## config.mk

```make
export PLATFORM = sky130hd
export DESIGN_NAME = sw_event_scanner
export DESIGN_NICKNAME = d
export VERILOG_FILES = /design/src/rtl/sw_event_scanner.sv
export SDC_FILE = /design/constraint.sdc
export NUM_CORES = 1
export LEC_CHECK = 0
export BUFFER_PORTS_ARGS = -buffer_cell sky130_fd_sc_hd__buf_2
export CAP_MARGIN = 40
export CELL_PAD_IN_SITES_DETAIL_PLACEMENT = 0
export CELL_PAD_IN_SITES_GLOBAL_PLACEMENT = 1
export CORE_MARGIN = 1
export CORE_UTILIZATION = 30
export CTS_CLUSTER_SIZE = 24
export DETAILED_ROUTE_END_ITERATION = 7
export PLACE_DENSITY = 0.54
export SYNTH_ARGS = -nofsm -noshare
export SYNTH_HDL_FRONTEND = slang
export SYNTH_SLANG_ARGS = --single-unit
```

## constraint.sdc

```tcl
create_clock -name clk -period 9.2 [get_ports clk]
set_clock_uncertainty 0.05 [all_clocks]
set_input_delay 0.92 -clock clk [delete_from_list [all_inputs] [get_ports clk]]
set_output_delay 0.92 -clock clk [all_outputs]
set_load 0.01 [all_outputs]
```

## src/rtl/sw_event_scanner.sv

```systemverilog
// -----------------------------------------------------------------------------
// sw_event_scanner
//
// Purpose:
//   Scans the debounced switch bus one line at a time in round-robin order.
//   It compares each line with the scanner's committed view of that switch.
//   Every change is queued as an event {index, new level} in a small FIFO,
//   which a single consumer drains over a valid/ready handshake. A change found
//   while the FIFO is full stalls the scan on that index, so no event is lost.
//
// Ports:
//   clk        in   system clock (single domain)
//   rst        in   synchronous, active-high reset
//   sw_link    in   [N_SW]     debounced switch levels, synchronous to clk
//   scan_en    in   1 = scanner advances, 0 = scanner holds (FIFO still drains)
//   evt_valid  out  FIFO head holds an event
//   evt_idx    out  [IDX_W]    switch index of the head event (0 when empty)
//   evt_level  out  new level of that switch (0 when empty)
//   evt_ready  in   consumer accepts the head event
//   sw_state   out  [N_SW]     scanner's committed view of the switch levels
//   evt_count  out  [CNT_W]    number of queued events (0..FIFO_DEPTH)
// -----------------------------------------------------------------------------
module sw_event_scanner #(
    parameter int N_SW       = 24,
    parameter int IDX_W      = 5,
    parameter int SCAN_DIV   = 1,
    parameter int FIFO_DEPTH = 8,
    localparam int CNT_W     = ((IDX_W + 1) > $clog2(FIFO_DEPTH + 1)) ?
                               (IDX_W + 1) : $clog2(FIFO_DEPTH + 1)
) (
    input  logic              clk,
    input  logic              rst,
    input  logic [N_SW-1:0]   sw_link,
    input  logic              scan_en,
    output logic              evt_valid,
    output logic [IDX_W-1:0]  evt_idx,
    output logic              evt_level,
    input  logic              evt_ready,
    output logic [N_SW-1:0]   sw_state,
    output logic [CNT_W-1:0]  evt_count
);

    localparam int DIV_W = (SCAN_DIV > 1) ? $clog2(SCAN_DIV) : 1;
    localparam int PTR_W = (FIFO_DEPTH > 2) ? $clog2(FIFO_DEPTH) : 1;
    localparam int EVT_W = IDX_W + 1;

    localparam logic [IDX_W-1:0] IDX_LAST = IDX_W'(N_SW - 1);
    localparam logic [DIV_W-1:0] DIV_LAST = DIV_W'(SCAN_DIV - 1);
    localparam logic [CNT_W-1:0] CNT_FULL = CNT_W'(FIFO_DEPTH);

    typedef enum logic [0:0] {
        ST_INIT = 1'b0,
        ST_SCAN = 1'b1
    } state_t;

    state_t            r_state;
    logic [IDX_W-1:0]  r_idx;
    logic [DIV_W-1:0]  r_div;
    logic [N_SW-1:0]   r_sw_state;
    logic [PTR_W-1:0]  r_wr_ptr;
    logic [PTR_W-1:0]  r_rd_ptr;
    logic [CNT_W-1:0]  r_count;
    logic [EVT_W-1:0]  r_mem [FIFO_DEPTH];

    logic              w_step;
    logic              w_diff;
    logic              w_full;
    logic              w_push;
    logic              w_pop;
    logic              w_stall;
    logic              w_advance;
    logic              w_valid;
    logic [EVT_W-1:0]  w_head;

    // Fullness is taken from the registered count, so a pop in the same cycle
    // never frees a slot for a simultaneous push; that push lands next cycle.
    assign w_full    = (r_count == CNT_FULL);
    assign w_valid   = (r_count != '0);
    assign w_step    = (r_state == ST_SCAN) && (r_div == DIV_LAST) && scan_en;
    assign w_diff    = (sw_link[r_idx] != r_sw_state[r_idx]);
    assign w_push    = w_step && w_diff && !w_full;
    assign w_stall   = w_step && w_diff && w_full;
    assign w_advance = w_step && !w_stall;
    assign w_pop     = w_valid && evt_ready;
    assign w_head    = r_mem[r_rd_ptr];

    always_ff @(posedge clk) begin
        if (rst) begin
            r_state    <= ST_INIT;
            r_idx      <= '0;
            r_div      <= '0;
            r_sw_state <= '0;
            r_wr_ptr   <= '0;
            r_rd_ptr   <= '0;
            r_count    <= '0;
        end else begin
            case (r_state)
                ST_INIT: begin
                    // Snapshot the bus so levels present at power-up are not events.
                    r_sw_state <= sw_link;
                    r_state    <= ST_SCAN;
                end
                ST_SCAN: begin
                    // A stall freezes the divider too, so the blocked index is
                    // re-examined on every cycle until the FIFO has room.
                    if (scan_en && !w_stall) begin
                        r_div <= (r_div == DIV_LAST) ? '0 : r_div + DIV_W'(1);
                    end
                    if (w_push) begin
                        r_sw_state[r_idx] <= sw_link[r_idx];
                    end
                    if (w_advance) begin
                        r_idx <= (r_idx == IDX_LAST) ? '0 : r_idx + IDX_W'(1);
                    end
                end
                default: r_state <= ST_INIT;
            endcase

            if (w_push) begin
                r_wr_ptr <= r_wr_ptr + PTR_W'(1);
            end
            if (w_pop) begin
                r_rd_ptr <= r_rd_ptr + PTR_W'(1);
            end
            case ({w_push, w_pop})
                2'b10:   r_count <= r_count + CNT_W'(1);
                2'b01:   r_count <= r_count - CNT_W'(1);
                default: r_count <= r_count;
            endcase
        end
    end

    // Event storage carries only data; the pointers and the count define what is valid.
    always_ff @(posedge clk) begin
        if (w_push) begin
            r_mem[r_wr_ptr] <= {r_idx, sw_link[r_idx]};
        end
    end

    assign evt_valid = w_valid;
    assign evt_idx   = w_valid ? w_head[EVT_W-1:1] : '0;
    assign evt_level = w_valid ? w_head[0] : 1'b0;
    assign sw_state  = r_sw_state;
    assign evt_count = r_count;

endmodule

```

==> summary.txt <==
Clock network
  • Clock transition at path regs: 0.07 ns
  • Post-CTS Resized: 0
  • Root buf cell: clkbuf_16
  • CTS Sinks: 93
  • Hold-fix buffers at CTS: 0
  • Clock buffer depth: 2
  • Number of post-CTS setup repair buffers: 0
  • H-Tree Depth: 3
  • Worst-Skew Late Latency: 0.35 ns
  • CTS tree: yes
  • Inserted Clock Buffers: 9

Layout
  • Antenna Cells: 0
  • Commonest cells after routing, fill and taps aside: 70 x buf_2, 48 x edfxtp_1, 45 x dfxtp_1, 38 x nand2_1, 32 x a21oi_1
  • Nets: 517
  • Final Instance Count excl. Fillers: 701
  • Area Growth Syn to Fin: 18.2%
  • Layout cells sized above 1: 0.301
  • Fin area: 5790 sq um
  • Commonest non-fill, non-tap cell in the layout: buf_2

Critical path
  • Critical path required time: 9.43 ns
  • Crit end category: register
  • CP startpoint kind: register
  • Worst Path Arrival: 4.75 ns
  • Max stage delay on crit path: 0.57 ns
  • Maximum fanout along the worst path: 16
  • Critical-path cell list: buf_4, mux4_2, a22oi_2, nand4_4, xor2_2, nand2_1, ha_1, xor2_1, ha_1, a21oi_1, o21ai_0, a22oi_1, o221a_2, or3_1, a21oi_1
  • Setup Crit Path Kind: register to register
  • CP max stage cell: mux4_2

Yosys
  • Synthesized area: 4890 sq um
  • Largest family of logic cells by synthesized area: multiplexers
  • Synth warnings: 0
  • Area share of the largest cell type after synthesis: 0.295
  • Synth area leader: edfxtp_1
  • Avg Cell Area, Syn: 11.6 sq um
  • Yosys cell types: 48
  • Synth Area in XOR/XNOR: 0.0174
  • Synth Area in Adders: 0.0230
  • Synth top area cells: edfxtp_1 29%, dfxtp_1 18%, mux4_2 11%
  • #FFs+latches synth: 93
  • Mapped Cells: 422
  • Post-synthesis mux area share: 0.173
  • Synth Area in Simple Gates: 0.154
  • Syn nets: 459
  • Synth Area in Compound Gates: 0.116
  • Sequential share of the synthesized area: 0.479

Placed design
  • Dpl cell area: 5470 sq um
  • Cell count after placement: 685
  • IO Port Bufs: 64
  • HPWL Detailed: 8.91 mm
  • Final GP Congestion: 0.740

STA
  • Fmax: 221 MHz
  • Rel. slew slack: 0.407
  • Hold Vio Cnt, Final: 0
  • Max-slew violations: 0
  • Setup TNS Final: 0 ns
  • Unrepaired setup endpoints after global routing: false
  • Post-route clock period utilization: 0.492
  • Setup Viol. Count Final: 0
  • Final critical-path required period: 4.52 ns
  • Worst Tran Pin Value: 0.889 ns

Floorplanning
  • Die Height: 130 um
  • IO Pins: 65
  • Row count: 46
  • Die footprint: 16,800 sq um
  • Die Width: 130 um
  • Initial Util: 0.308
  • Core footprint: 15,900 sq um

Routing
  • DRT Pass-1 Iters: 6
  • Residual DRC count: 0
  • Vias: 3,547
  • Vias/cell: 5.06
  • DRT antenna net count: 0
  • Post-Route WL: 12.5 mm
  • Initial DRC Count: 194
  • Drt wl/cell: 17.8 um

Power and ir drop
  • PD cells: 218 nW/um^2
  • Leakage: 2.07 nW
  • Gate power share: 0.288
  • Psw: 0.411 mW
  • Seq pwr share: 0.396
  • Clk pwr share: 0.316
  • Peak VDD IR: 103 uV
  • Internal: 0.848 mW
  • Switching share of power: 0.326
  • Tot Pwr: 1.26 mW

Global route
  • GRT overflow: 0
  • GRT Total Usage: 0.158
  • Largest net degree at the start of global routing: 34
  • Antenna violations before repair: 0
  • Global-route wire length before repair: 19.7 mm
  • Vias in the first global route: 3,438

Min path
  • HP Class: register to register

Run status
  • Status: finished, final reports clean

Flow run
  • Maxcap violations: 0
## sequential cells by signal (all words and copies together) (netlist names), named ones only
register / count
evt_count: 6
r_rd_ptr: 3
r_idx: 5
sw_state: 24
r_state: 1
r_mem: 48
r_wr_ptr: 3
## layout make-up
cell class                      count  area [sq um]
Fill cell                        1622         10100
Multi-Input combinational cell    289          2380
Sequential cell                    93          2340
Timing Repair Buffer               79           449
Tap cell                          216           270
Clock buffer                       11           253
Clock inverter                      5          62.6
Inverter                            8          30.0
## critical path, delay by kind of cell, from the launching register on
kind	cells	cell delay [ns]
compound gates	6	1.02
fa+ha+maj	2	0.53
simple gates	3	0.83
buf+inv	1	0.34
flops	1	0.46
xor+xnor	2	0.64
mux	1	0.57
## layer usage
layer / vias up / GRT usage / part of all wire
met4: 0 / 0.0369 / 0.0071
met1: 1718 / 0.198 / 0.44
met3: 7 / 0.0406 / 0.053
met5: - / 0 / 0
met2: 106 / 0.272 / 0.50
li1: 1716 / - / -
## logic make-up (layout without fill, tap and decap cells)
group | after synthesis | in the layout
adders and majority gates | 9 | 9
and+or+nand+nor | 135 | 135
buffers and inverters | 40 | 103
muxes | 54 | 54
DFF | 93 | 93
AOI/OAI and AO/OA | 83 | 83
xor gates and xnor gates | 8 | 8
## power groups by stage
| stage | Clock, mW | Combinational, mW | Sequential, mW |
|---|---|---|---|
| 2_1_floorplan | 0 | 0.258 | 0.496 |
| 3_3_place_gp | 0 | 0.344 | 0.518 |
| 3_5_place_dp | 0 | 0.368 | 0.510 |
| 4_1_cts | 0.411 | 0.369 | 0.501 |
| 5_1_grt | 0.427 | 0.403 | 0.506 |
| 6_report | 0.398 | 0.362 | 0.499 |
## through the flow
| step | utilization | setup slack, ns | hold slack [ns] |
|---|---|---|---|
| floorplan | - | 5.04 | 0.404 |
| global placement | 0.338 | 4.62 | 0.420 |
| detailed placement | 0.344 | 4.55 | 0.444 |
| CTS | 0.364 | 4.64 | 0.454 |
| global route | 0.364 | 4.18 | 0.487 |
| finish | 0.364 | 4.68 | 0.447 |
## path summary, 6_finish.rpt
check | startpoint | end | cells past startpoint | slack (ns)
worst max register to register | r_idx[0] | evt_count[4] | 15 | 4.68
worst min register to register | r_rd_ptr[1] | r_rd_ptr[1] | 2 | 0.45
worst max-delay path | r_idx[0] | evt_count[4] | 15 | 4.68
worst min-delay path | r_rd_ptr[1] | r_rd_ptr[1] | 2 | 0.45
## cells in the mapped netlist (all sizes together)
master and instances:
clkbuf 20, a21o 1, a41o 1, nor3 26, nand4 1, edfxtp 48
xor2 5, and3b 3, mux2 1, and3 6, nand3b 2, dfxtp 45
mux2i 29, mux4 24, nor3b 5, nand2b 5, buf 12, o32a 1
nor4b 2, or3 6, and2 1, inv 8, a221oi 3, nor2b 9
a211o 1, a22oi 24, nor2 19, nand3 11, o21bai 1, o21ai 12
ha 9, a311oi 2, or4 1, o221a 1, a21oi 32, a31oi 1
xnor2 3, o211ai 3, nand2 38
Power figures use the tool's default switching activity.
